$ cat src/rtl/uart_pkg.sv
// rtl/uart_pkg.sv - shared constants, state encodings and baud divisor helper for param_uart
package uart_pkg;

    // Parity modes
    localparam int PAR_NONE = 0;
    localparam int PAR_ODD  = 1;
    localparam int PAR_EVEN = 2;

    typedef enum logic [2:0] {
        RX_IDLE,
        RX_START,
        RX_DATA,
        RX_PARITY,
        RX_STOP
    } rx_state_e;

    typedef enum logic [2:0] {
        TX_IDLE,
        TX_START,
        TX_DATA,
        TX_PARITY,
        TX_STOP
    } tx_state_e;

    // Clocks per bit, rounded to the nearest integer.
    function automatic int calc_bit_clks(input int clk_freq, input int baud);
        return (clk_freq + baud / 2) / baud;
    endfunction

endpackage

$ cat src/rtl/uart_rx_core.sv
// rtl/uart_rx_core.sv - UART receiver: synchroniser, 3-sample majority vote, RX FSM, error flags
//
// Ports:
//   clk_i        system clock
//   rst_ni       asynchronous active-low reset
//   rx_i         raw serial input (asynchronous)
//   rx_ack_i     consumer has taken rx_byte_o
//   rx_byte_o    last received data word
//   ready_o      rx_byte_o valid, held until rx_ack_i
//   frame_err_o  stop bit sampled low in the last frame
//   parity_err_o parity mismatch in the last frame
//   overrun_o    one-cycle pulse: frame completed while ready_o was still high
module uart_rx_core
    import uart_pkg::*;
#(
    parameter int BIT_CLKS  = 35,
    parameter int DATA_BITS = 8,
    parameter int PARITY    = 0
) (
    input  logic                 clk_i,
    input  logic                 rst_ni,
    input  logic                 rx_i,
    input  logic                 rx_ack_i,
    output logic [DATA_BITS-1:0] rx_byte_o,
    output logic                 ready_o,
    output logic                 frame_err_o,
    output logic                 parity_err_o,
    output logic                 overrun_o
);

    localparam int CW = $clog2(BIT_CLKS);
    localparam int IW = $clog2(DATA_BITS + 1);
    localparam int M  = BIT_CLKS / 2;

    localparam logic [CW-1:0] CNT_LAST = CW'(BIT_CLKS - 1);
    localparam logic [CW-1:0] CNT_S0   = CW'(M - 1);
    localparam logic [CW-1:0] CNT_S1   = CW'(M);
    localparam logic [CW-1:0] CNT_S2   = CW'(M + 1);
    localparam logic [IW-1:0] IDX_LAST = IW'(DATA_BITS - 1);

    logic                 sync1_q, sync2_q;
    rx_state_e            state_q;
    logic [CW-1:0]        cnt_q, cnt_d;
    logic [IW-1:0]        idx_q;
    logic [1:0]           samp_q;
    logic                 armed_q;
    logic [DATA_BITS-1:0] shift_q;
    logic                 par_q;
    logic [DATA_BITS-1:0] byte_q;
    logic                 ready_q, ferr_q, perr_q, ovr_q;

    logic rxs, maj, mid, bit_end, par_exp;

    assign rxs     = sync2_q;
    assign cnt_d   = (cnt_q == CNT_LAST) ? '0 : cnt_q + CW'(1);
    // Third vote is the live sample, so the decision is available at M+1.
    assign maj     = (samp_q[0] & samp_q[1]) | (samp_q[0] & rxs) | (samp_q[1] & rxs);
    assign mid     = (cnt_q == CNT_S2);
    assign bit_end = (cnt_q == CNT_LAST);
    assign par_exp = (PARITY == PAR_EVEN) ? ^shift_q : ~^shift_q;

    always_ff @(posedge clk_i or negedge rst_ni) begin
        if (!rst_ni) begin
            sync1_q <= 1'b1;
            sync2_q <= 1'b1;
            state_q <= RX_IDLE;
            cnt_q   <= '0;
            idx_q   <= '0;
            samp_q  <= '0;
            armed_q <= 1'b0;
            shift_q <= '0;
            par_q   <= 1'b0;
            byte_q  <= '0;
            ready_q <= 1'b0;
            ferr_q  <= 1'b0;
            perr_q  <= 1'b0;
            ovr_q   <= 1'b0;
        end else begin
            sync1_q <= rx_i;
            sync2_q <= sync1_q;
            ovr_q   <= 1'b0;
            // Frame completion below overrides this clear.
            if (rx_ack_i) ready_q <= 1'b0;

            if (state_q != RX_IDLE) begin
                cnt_q <= cnt_d;
                if (cnt_q == CNT_S0) samp_q[0] <= rxs;
                if (cnt_q == CNT_S1) samp_q[1] <= rxs;
            end

            case (state_q)
                RX_IDLE: begin
                    cnt_q <= '0;
                    idx_q <= '0;
                    // Only a high-to-low transition starts a frame; a held-low
                    // line (break) leaves the receiver disarmed.
                    if (rxs) begin
                        armed_q <= 1'b1;
                    end else if (armed_q) begin
                        armed_q <= 1'b0;
                        state_q <= RX_START;
                    end
                end
                RX_START: begin
                    if (mid && maj)   state_q <= RX_IDLE;
                    else if (bit_end) state_q <= RX_DATA;
                end
                RX_DATA: begin
                    if (mid) shift_q <= {maj, shift_q[DATA_BITS-1:1]};
                    if (bit_end) begin
                        if (idx_q == IDX_LAST) begin
                            idx_q   <= '0;
                            state_q <= (PARITY != PAR_NONE) ? RX_PARITY : RX_STOP;
                        end else begin
                            idx_q <= idx_q + IW'(1);
                        end
                    end
                end
                RX_PARITY: begin
                    if (mid)     par_q   <= maj;
                    if (bit_end) state_q <= RX_STOP;
                end
                RX_STOP: begin
                    // Finish at mid-stop so a following start edge is not missed.
                    if (mid) begin
                        byte_q  <= shift_q;
                        ferr_q  <= ~maj;
                        perr_q  <= (PARITY == PAR_NONE) ? 1'b0 : (par_q != par_exp);
                        ready_q <= 1'b1;
                        ovr_q   <= ready_q & ~rx_ack_i;
                        state_q <= RX_IDLE;
                    end
                end
                default: state_q <= RX_IDLE;
            endcase
        end
    end

    assign rx_byte_o    = byte_q;
    assign ready_o      = ready_q;
    assign frame_err_o  = ferr_q;
    assign parity_err_o = perr_q;
    assign overrun_o    = ovr_q;

endmodule

$ cat src/rtl/param_uart.sv
// rtl/param_uart.sv - parametrised full-duplex UART top with inline transmitter
//
// Ports:
//   clk        system clock
//   rst        asynchronous active-low reset
//   rx         serial input (asynchronous)
//   tx         serial output, idles high, registered
//   tx_send    word to transmit
//   tx_ready   transmit request strobe (ignored while tx_busy)
//   tx_busy    transmitter occupied
//   rx_byte    last received word
//   ready      rx_byte valid, held until rx_ack
//   rx_ack     consumer has taken rx_byte
//   frame_err  stop bit low in last frame
//   parity_err parity mismatch in last frame
//   overrun    one-cycle pulse on completion while ready still high
module param_uart
    import uart_pkg::*;
#(
    parameter int CLK_FREQ  = 32000000,
    parameter int BAUD      = 921600,
    parameter int DATA_BITS = 8,
    parameter int PARITY    = 0,
    parameter int STOP_BITS = 1
) (
    input  logic                 clk,
    input  logic                 rst,
    input  logic                 rx,
    output logic                 tx,
    input  logic [DATA_BITS-1:0] tx_send,
    input  logic                 tx_ready,
    output logic                 tx_busy,
    output logic [DATA_BITS-1:0] rx_byte,
    output logic                 ready,
    input  logic                 rx_ack,
    output logic                 frame_err,
    output logic                 parity_err,
    output logic                 overrun
);

    localparam int BIT_CLKS = calc_bit_clks(CLK_FREQ, BAUD);
    localparam int CW       = $clog2(BIT_CLKS);
    localparam int IW       = $clog2(DATA_BITS + 1);

    localparam logic [CW-1:0] CNT_LAST  = CW'(BIT_CLKS - 1);
    localparam logic [IW-1:0] IDX_LAST  = IW'(DATA_BITS - 1);
    localparam logic [IW-1:0] STOP_LAST = IW'(STOP_BITS - 1);

    uart_rx_core #(
        .BIT_CLKS (BIT_CLKS),
        .DATA_BITS(DATA_BITS),
        .PARITY   (PARITY)
    ) u_rx (
        .clk_i       (clk),
        .rst_ni      (rst),
        .rx_i        (rx),
        .rx_ack_i    (rx_ack),
        .rx_byte_o   (rx_byte),
        .ready_o     (ready),
        .frame_err_o (frame_err),
        .parity_err_o(parity_err),
        .overrun_o   (overrun)
    );

    tx_state_e            tx_state_q;
    logic [CW-1:0]        tx_cnt_q, tx_cnt_d;
    logic [IW-1:0]        tx_idx_q;
    logic [DATA_BITS-1:0] tx_shift_q;
    logic                 tx_par_q;
    logic                 tx_q;
    logic                 busy_q;
    logic                 tx_end;

    assign tx_cnt_d = (tx_cnt_q == CNT_LAST) ? '0 : tx_cnt_q + CW'(1);
    assign tx_end   = (tx_cnt_q == CNT_LAST);

    always_ff @(posedge clk or negedge rst) begin
        if (!rst) begin
            tx_state_q <= TX_IDLE;
            tx_cnt_q   <= '0;
            tx_idx_q   <= '0;
            tx_shift_q <= '0;
            tx_par_q   <= 1'b0;
            tx_q       <= 1'b1;
            busy_q     <= 1'b0;
        end else begin
            case (tx_state_q)
                TX_IDLE: begin
                    tx_cnt_q <= '0;
                    tx_idx_q <= '0;
                    if (tx_ready) begin
                        tx_shift_q <= tx_send;
                        tx_par_q   <= (PARITY == PAR_EVEN) ? ^tx_send : ~^tx_send;
                        tx_q       <= 1'b0;
                        busy_q     <= 1'b1;
                        tx_state_q <= TX_START;
                    end
                end
                TX_START: begin
                    tx_cnt_q <= tx_cnt_d;
                    if (tx_end) begin
                        tx_q       <= tx_shift_q[0];
                        tx_state_q <= TX_DATA;
                    end
                end
                TX_DATA: begin
                    tx_cnt_q <= tx_cnt_d;
                    if (tx_end) begin
                        if (tx_idx_q == IDX_LAST) begin
                            tx_idx_q <= '0;
                            if (PARITY != PAR_NONE) begin
                                tx_q       <= tx_par_q;
                                tx_state_q <= TX_PARITY;
                            end else begin
                                tx_q       <= 1'b1;
                                tx_state_q <= TX_STOP;
                            end
                        end else begin
                            // Bit 0 is always the bit on the line.
                            tx_idx_q   <= tx_idx_q + IW'(1);
                            tx_shift_q <= {1'b0, tx_shift_q[DATA_BITS-1:1]};
                            tx_q       <= tx_shift_q[1];
                        end
                    end
                end
                TX_PARITY: begin
                    tx_cnt_q <= tx_cnt_d;
                    if (tx_end) begin
                        tx_q       <= 1'b1;
                        tx_state_q <= TX_STOP;
                    end
                end
                TX_STOP: begin
                    tx_cnt_q <= tx_cnt_d;
                    if (tx_end) begin
                        if (tx_idx_q == STOP_LAST) begin
                            tx_idx_q   <= '0;
                            busy_q     <= 1'b0;
                            tx_state_q <= TX_IDLE;
                        end else begin
                            tx_idx_q <= tx_idx_q + IW'(1);
                        end
                    end
                end
                default: tx_state_q <= TX_IDLE;
            endcase
        end
    end

    assign tx      = tx_q;
    assign tx_busy = busy_q;

endmodule
$ cat config.mk
export PLATFORM = sky130hd
export DESIGN_NAME = param_uart
export DESIGN_NICKNAME = d
export VERILOG_FILES = /design/src/rtl/uart_pkg.sv /design/src/rtl/uart_rx_core.sv /design/src/rtl/param_uart.sv
export SDC_FILE = /design/constraint.sdc
export NUM_CORES = 1
export LEC_CHECK = 0
export ABC_CLOCK_PERIOD_IN_PS = 2580
export BUFFER_PORTS_ARGS = -buffer_cell sky130_fd_sc_hd__buf_2
export CAP_MARGIN = 5
export CORE_ASPECT_RATIO = 1.5
export CORE_MARGIN = 3
export CORE_UTILIZATION = 30
export CTS_BUF_LIST = sky130_fd_sc_hd__clkbuf_16
export DETAILED_ROUTE_END_ITERATION = 7
export GPL_TIMING_DRIVEN = 0
export PLACE_DENSITY = 0.5
export SYNTH_ARGS = -nofsm -noshare
export SYNTH_HDL_FRONTEND = slang
export SYNTH_HIERARCHICAL = 1
export SYNTH_SLANG_ARGS = --single-unit
$ cat constraint.sdc
create_clock -name clk -period 2.58 [get_ports clk]
set_clock_uncertainty 0.05 [all_clocks]
set_input_delay 0.387 -clock clk [delete_from_list [all_inputs] [get_ports clk]]
set_output_delay 0.387 -clock clk [all_outputs]
set_load 0.01 [all_outputs]
* Yosys cells after proc, flatten, opt, wreduce, memory -nomap -nowiden
Index checks and enable logic that the tools add are counted.
** Storage, ports and cells
- Memory bits (read-only) :: 0
- Register bits :: 60
- Memories kept :: 0
- Bits in latches :: 0
- Logic and storage cells :: 135
- Bits in writable memories :: 0
** Operators by class
- Reduce and logical (&&, ||, !) cells :: 24
- Multipliers :: 0
- Bitwise logic cells :: 8
- Shift operators :: 0
- $add $sub $neg :: 4
- Magnitude comparators :: 0
- Mux-type cells :: 50
- Divide/modulo/power cells :: 0
- Equal/unequal tests :: 30
** Operator list (count)
- $mux 3 :: 15
- $pmux 3 s5 :: 2
- $mux 4 :: 6
- $mux 6 :: 4
- $mux 8 :: 3
- $eq 6x5->1 const B :: 3
- $ne 2x2->1 const B :: 9
- $pmux 8 s2 :: 1
- $mux 1 :: 14
- $reduce_and 7->1 :: 2
- $add 6x1->6 const B :: 2
- $eq 3x2->1 const B :: 4
- $eq 6x6->1 const B :: 2
- $pmux 4 s3 :: 1
- $pmux 6 s2 :: 1
- $ne 2x1->1 const B :: 5
- $reduce_and 2->1 :: 5
- $reduce_bool 2->1 :: 5
- $add 4x1->4 const B :: 2
- $eq 4x3->1 const B :: 2
- $pmux 4 s2 :: 1
- $reduce_and 4->1 :: 2
- $eq 3x1->1 const B :: 2
- $eq 3x3->1 const B :: 2
- 14 further kinds :: 21

* Longest topological paths before layout
- Depth after elaboration :: 6
- Gate-level depth with buffers :: 7
- Depth with buffers taken out :: 6

* Hierarchy
The synthesis kept the hierarchy.
** By module, submodules not included
- uart_rx_core :: cells an instance 138, seq. area each 928.4 µm², times used 1, area each 1687.9 µm²
- param_uart :: cells an instance 140, seq. area each 576.8 µm², times used 1, area each 1398.8 µm²

* Least setup slack after synthesis
Ideal clock, no wire load.
- Path type :: register -> register
- From :: register tx_cnt_q[2]
- To :: register tx_shift_q[0]
- Setup slack :: 658 ps
- Data required time :: 2405 ps
- Data arrival time :: 1746 ps
- Clock period less this slack :: 1922 ps
- Cell stages (with the launch flop) :: 7
- Cells stage by stage :: dfrtp_1 -> buf_6 -> or3_4 -> o41ai_2 -> and3_1 -> buf_6 -> mux2_4
** On the way
- Longest elaborated chain between the ends :: 3
** RTL lines
- start, declared :: line param_uart.sv:66 : logic [CW-1:0] tx_cnt_q, tx_cnt_d;
- start signal, assigned :: line param_uart.sv:100 : tx_cnt_q <= tx_cnt_d;
- start signal, assigned :: line param_uart.sv:107 : tx_cnt_q <= tx_cnt_d;
- start signal, assigned :: line param_uart.sv:127 : tx_cnt_q <= tx_cnt_d;
- $eq 6x6->1 :: line param_uart.sv:75 : assign tx_end = (tx_cnt_q == CNT_LAST);
- $ne 2x2->1 (no line)
- $reduce_and 4->1 (no line)
- end signal, assigned :: line param_uart.sv:92 : tx_shift_q <= tx_send;
- end signal, assigned :: line param_uart.sv:121 : tx_shift_q <= {1'b0, tx_shift_q[DATA_BITS-1:1]};
- end, declared :: line param_uart.sv:68 : logic [DATA_BITS-1:0] tx_shift_q;
Every way passes these cells.
A chain may end at the register's enable or synchronous reset.

* Worst setup path after layout
- From :: register tx_cnt_q[2]
- To :: register tx_shift_q[1]
Same word-level chain as after synthesis.

==> impl_metrics.ini <==
[yosys]
postSynthAreaPerCell_um2 = 11.10
syn-cell-area_um2 = 3087
ys.flop_type = dfrtp_1
ys_async_sr_fraction = 1.000
synthDistinctLibCells = 53
syn_inst = 278
synth-edff-count = 0
yosysSeqAreaShare = 0.4876
synth_warnings = 6
syn-num-nets = 300
synth-seq-cells = 60

[routing]
drt_pass1_iterations = 4
avgViaCountPerCell = 4.995
num_vias = 2168
post-route-drc-count = 0
first_iter_violations = 93
drt_wl_total_um = 6230
postRouteAntennaNets = 0
wl_per_cell_um = 14.35

[setup_path]
required_ns = 2.73
cpMaxStageDelayCell = or3_4
crit_path_end_kind = flop
r2r_start = tx_cnt_q[2]$_DFFE_PN0P_
cpPeakStageDelay_ns = 0.41
cp-start-kind = flop
worst-path-max-fanout = 8
path_cells = buf_6, or3_4, o41ai_2, and3_1, buf_6, mux2_4
reg2reg_slack_ns = 0.50
critical_path_arrival_ns = 2.23
crit_top_cell = buf_6
crit_family = simple AND/OR/NAND/NOR gates
reg2reg_depth = 6
cp_num_buf_inv = 2
crit_type = flop to flop
reg2reg_to = tx_shift_q[1]$_DFFE_PN0P_

[global_routing]
grt_overflow = 0
first_global_vias = 2230
grt_max_degree = 61
antenna_found_initial = 0
grt_pass1_wl_um = 10770
grt_usage = 0.1221

[final_layout]
fillers = 969
areaGrowthSynthToFinish_pct = 18.77
fin_util = 0.3720
fin_nets = 336
layout-drive-gt1-share = 0.2821
fin_area_um2 = 3666
n_antenna_cell = 0

[power_and_ir_drop]
power_frac_clock = 0.358
power.internal_uw = 2421
pwr-share-comb = 0.259
p_leak_uw = 0.001702
switchingPower_uw = 1032
power_frac_seq = 0.384
swShare = 0.2989
vdd_ir_drop_max_uv = 397.2
power_density_nw_per_um2 = 942.2
power.total_uw = 3454

[floorplan]
initial_core_util = 0.3132
coreArea_um2 = 9854
io_pins = 27
row_count = 44
fp.dieArea_um2 = 11570
die_x_um = 88.82
die_h_um = 130.2

[sta]
setup_violations = 0
period_share = 0.8062
hold_violations = 0
tns_ns = 0
max_slew.worst_pin.slew_ns = 0.7744
setup_ws_ns = 0.5001
grt_setup_unrepaired = no
final_max_slew_viol_count = 0
layout_min_cycle_time_ns = 2.080
max_slew_margin = 0.4837
fmax_mhz = 480.8

[status]
status = finished clean

[placed_design]
portBuffers = 25
place_area_um2 = 3358
place_hpwl_um = 4278
dp_slack_ns = 0.5202
gp_congestion = 0.7851

[cts]
clock_path_buffers = 2
post_cts_buffers = 0
cts_hold_buf = 0
cts_buffers = 9
cts-resized-gates = 0
root_buffer = clkbuf_16
cts.sinks = 60
htreeDepth = 3
cts_tree = built
clk_latency_ns = 0.33
clkSlewWorstSetupHoldPaths_ns = 0.05

[worst_hold_path]
hold_class = input pin to async pin

[flow_run]
max-cap-violations = 0
[placed cells by master (no fill, tap or decap), types with 3 or more instances in the layout]
cell,count
nor3b_1,3
dfrtp_1,57
nand2_1,15
nand4_1,5
buf_4,3
clkinv_1,3
a32o_1,3
maj3_1,3
dfstp_2,3
mux2i_1,3
clkbuf_16,9
o21ai_0,9
clkbuf_1,3
o211ai_1,3
o22ai_1,3
nor2b_1,3
nand3_1,9
mux2_4,7
nor2_1,21
buf_6,5
ha_1,9
a21oi_1,15
and3_1,4
buf_2,27
nor3_1,7
mux2_2,25
xnor2_1,4
inv_1,15
and2_1,3
a31oi_1,3
[kinds of logic (layout without fill, tap and decap cells)]
family,count (synthesis),count (layout),share of synthesized area
and+or+nand+nor,86,86,0.1528
DFF,60,60,0.4876
AOI/OAI and AO/OA,50,50,0.1099
muxes,35,35,0.1350
buffers and inverters,28,69,0.05026
adders and majority gates,12,12,0.04621
xor gates and xnor gates,6,6,0.01702
other,1,1,0.001215
[power groups by stage]
stage | sequential [uW] | clock, uW | combinational, uW
after floorplan | 1300 | 0 | 713
after global placement | 1330 | 0 | 891
after detailed placement | 1340 | 0 | 901
after CTS | 1330 | 1280 | 906
after global routing | 1360 | 1340 | 1010
final | 1330 | 1240 | 894
[worst max path at each step]
stage | startpoint | depth (start not counted) | slack, ns | end
after floorplan | tx_cnt_q[2]$_DFFE_PN0P_ | 6 | 0.66 | tx_shift_q[0]$_DFFE_PN0P_
after global placement | tx_cnt_q[2]$_DFFE_PN0P_ | 6 | 0.51 | tx_shift_q[0]$_DFFE_PN0P_
after detailed placement | tx_cnt_q[2]$_DFFE_PN0P_ | 6 | 0.52 | tx_shift_q[4]$_DFFE_PN0P_
after CTS | tx_cnt_q[2]$_DFFE_PN0P_ | 6 | 0.50 | tx_shift_q[1]$_DFFE_PN0P_
after global routing | u_rx/cnt_q[0]$_DFF_PN0_ | 5 | 0.43 | u_rx/cnt_q[3]$_DFF_PN0_
final | tx_cnt_q[2]$_DFFE_PN0P_ | 6 | 0.50 | tx_shift_q[1]$_DFFE_PN0P_
[worst register-to-register path: stages (launching register included)]
cell	delay, ns
dfrtp_1	0.37
buf_6	0.13
or3_4	0.41
o41ai_2	0.31
and3_1	0.21
buf_6	0.16
mux2_4	0.31
[metrics by stage]
step	cells	hold WS (ns)
6_report	434	0.09419
5_1_grt	434	0.1004
4_1_cts	434	0.1037
3_5_place_dp	418	0.3007
3_3_place_gp	418	0.2962
2_1_floorplan	278	0.04141
[cells in the mapped netlist, types with 2 or more instances]
library cell	number	share of area
nand2b_1	2	0.0041
nor2_1	21	0.026
dfrtp_1	57	0.46
o32ai_1	2	0.0057
xor2_1	2	0.0057
xnor2_1	4	0.011
or2_1	2	0.0041
nor3_1	7	0.011
or3b_2	2	0.0057
a31oi_1	3	0.0061
nor3b_1	3	0.0073
ha_1	9	0.036
o211ai_1	3	0.0073
mux2_4	7	0.034
buf_6	5	0.018
buf_2	3	0.0049
nand3_1	9	0.015
mux2_2	25	0.091
and3_1	4	0.0081
nand2_1	15	0.018
o22ai_1	3	0.0061
buf_4	2	0.0049
a221o_1	2	0.0065
o31ai_1	2	0.0049
nor2b_1	3	0.0061
maj3_1	3	0.0097
nand4_1	5	0.010
dfstp_2	3	0.026
a211oi_1	2	0.0049
clkbuf_1	3	0.0036
inv_1	14	0.017
or3_1	2	0.0041
mux2i_1	3	0.0097
a32o_1	3	0.0097
o21ai_0	9	0.015
and2_1	3	0.0061
a21oi_1	15	0.024
[final cells by class]
type                    count  area (um2)  share of cell area
inverters                  14       52.55             0.01433
flip-flops and latches     60        1505              0.4106
well taps                 115       143.9             0.03925
plain buffers              14       102.6             0.02799
multi-input cells         190        1426              0.3891
clock inverters             7       82.58             0.02253
repair buffers             25       127.6             0.03481
clock buffers               9       225.2             0.06143
[state kept, by name, indices dropped and copies added, names as in the netlist]
signal	count
u_rx/samp_q	2
tx_shift_q	8
u_rx/shift_q	8
u_rx/armed_q	1
tx_cnt_q	6
tx_busy	1
tx_idx_q	4
u_rx/sync1_q	1
tx_state_q	3
u_rx/rx_byte_o	8
tx	1
u_rx/frame_err_o	1
u_rx/rxs	1
u_rx/ready_o	1
u_rx/state_q	3
u_rx/idx_q	4
u_rx/cnt_q	6
u_rx/overrun_o	1
[layer usage]
metal / up-vias / share of wire / track usage
met2: 37 / 0.51 / 0.2056
met1: 1055 / 0.44 / 0.1400
met5: - / 0 / 0
met4: 0 / 0.016 / 0.05872
met3: 8 / 0.035 / 0.03474
li1: 1068 / - / -
Power figures use the tool's default switching activity.
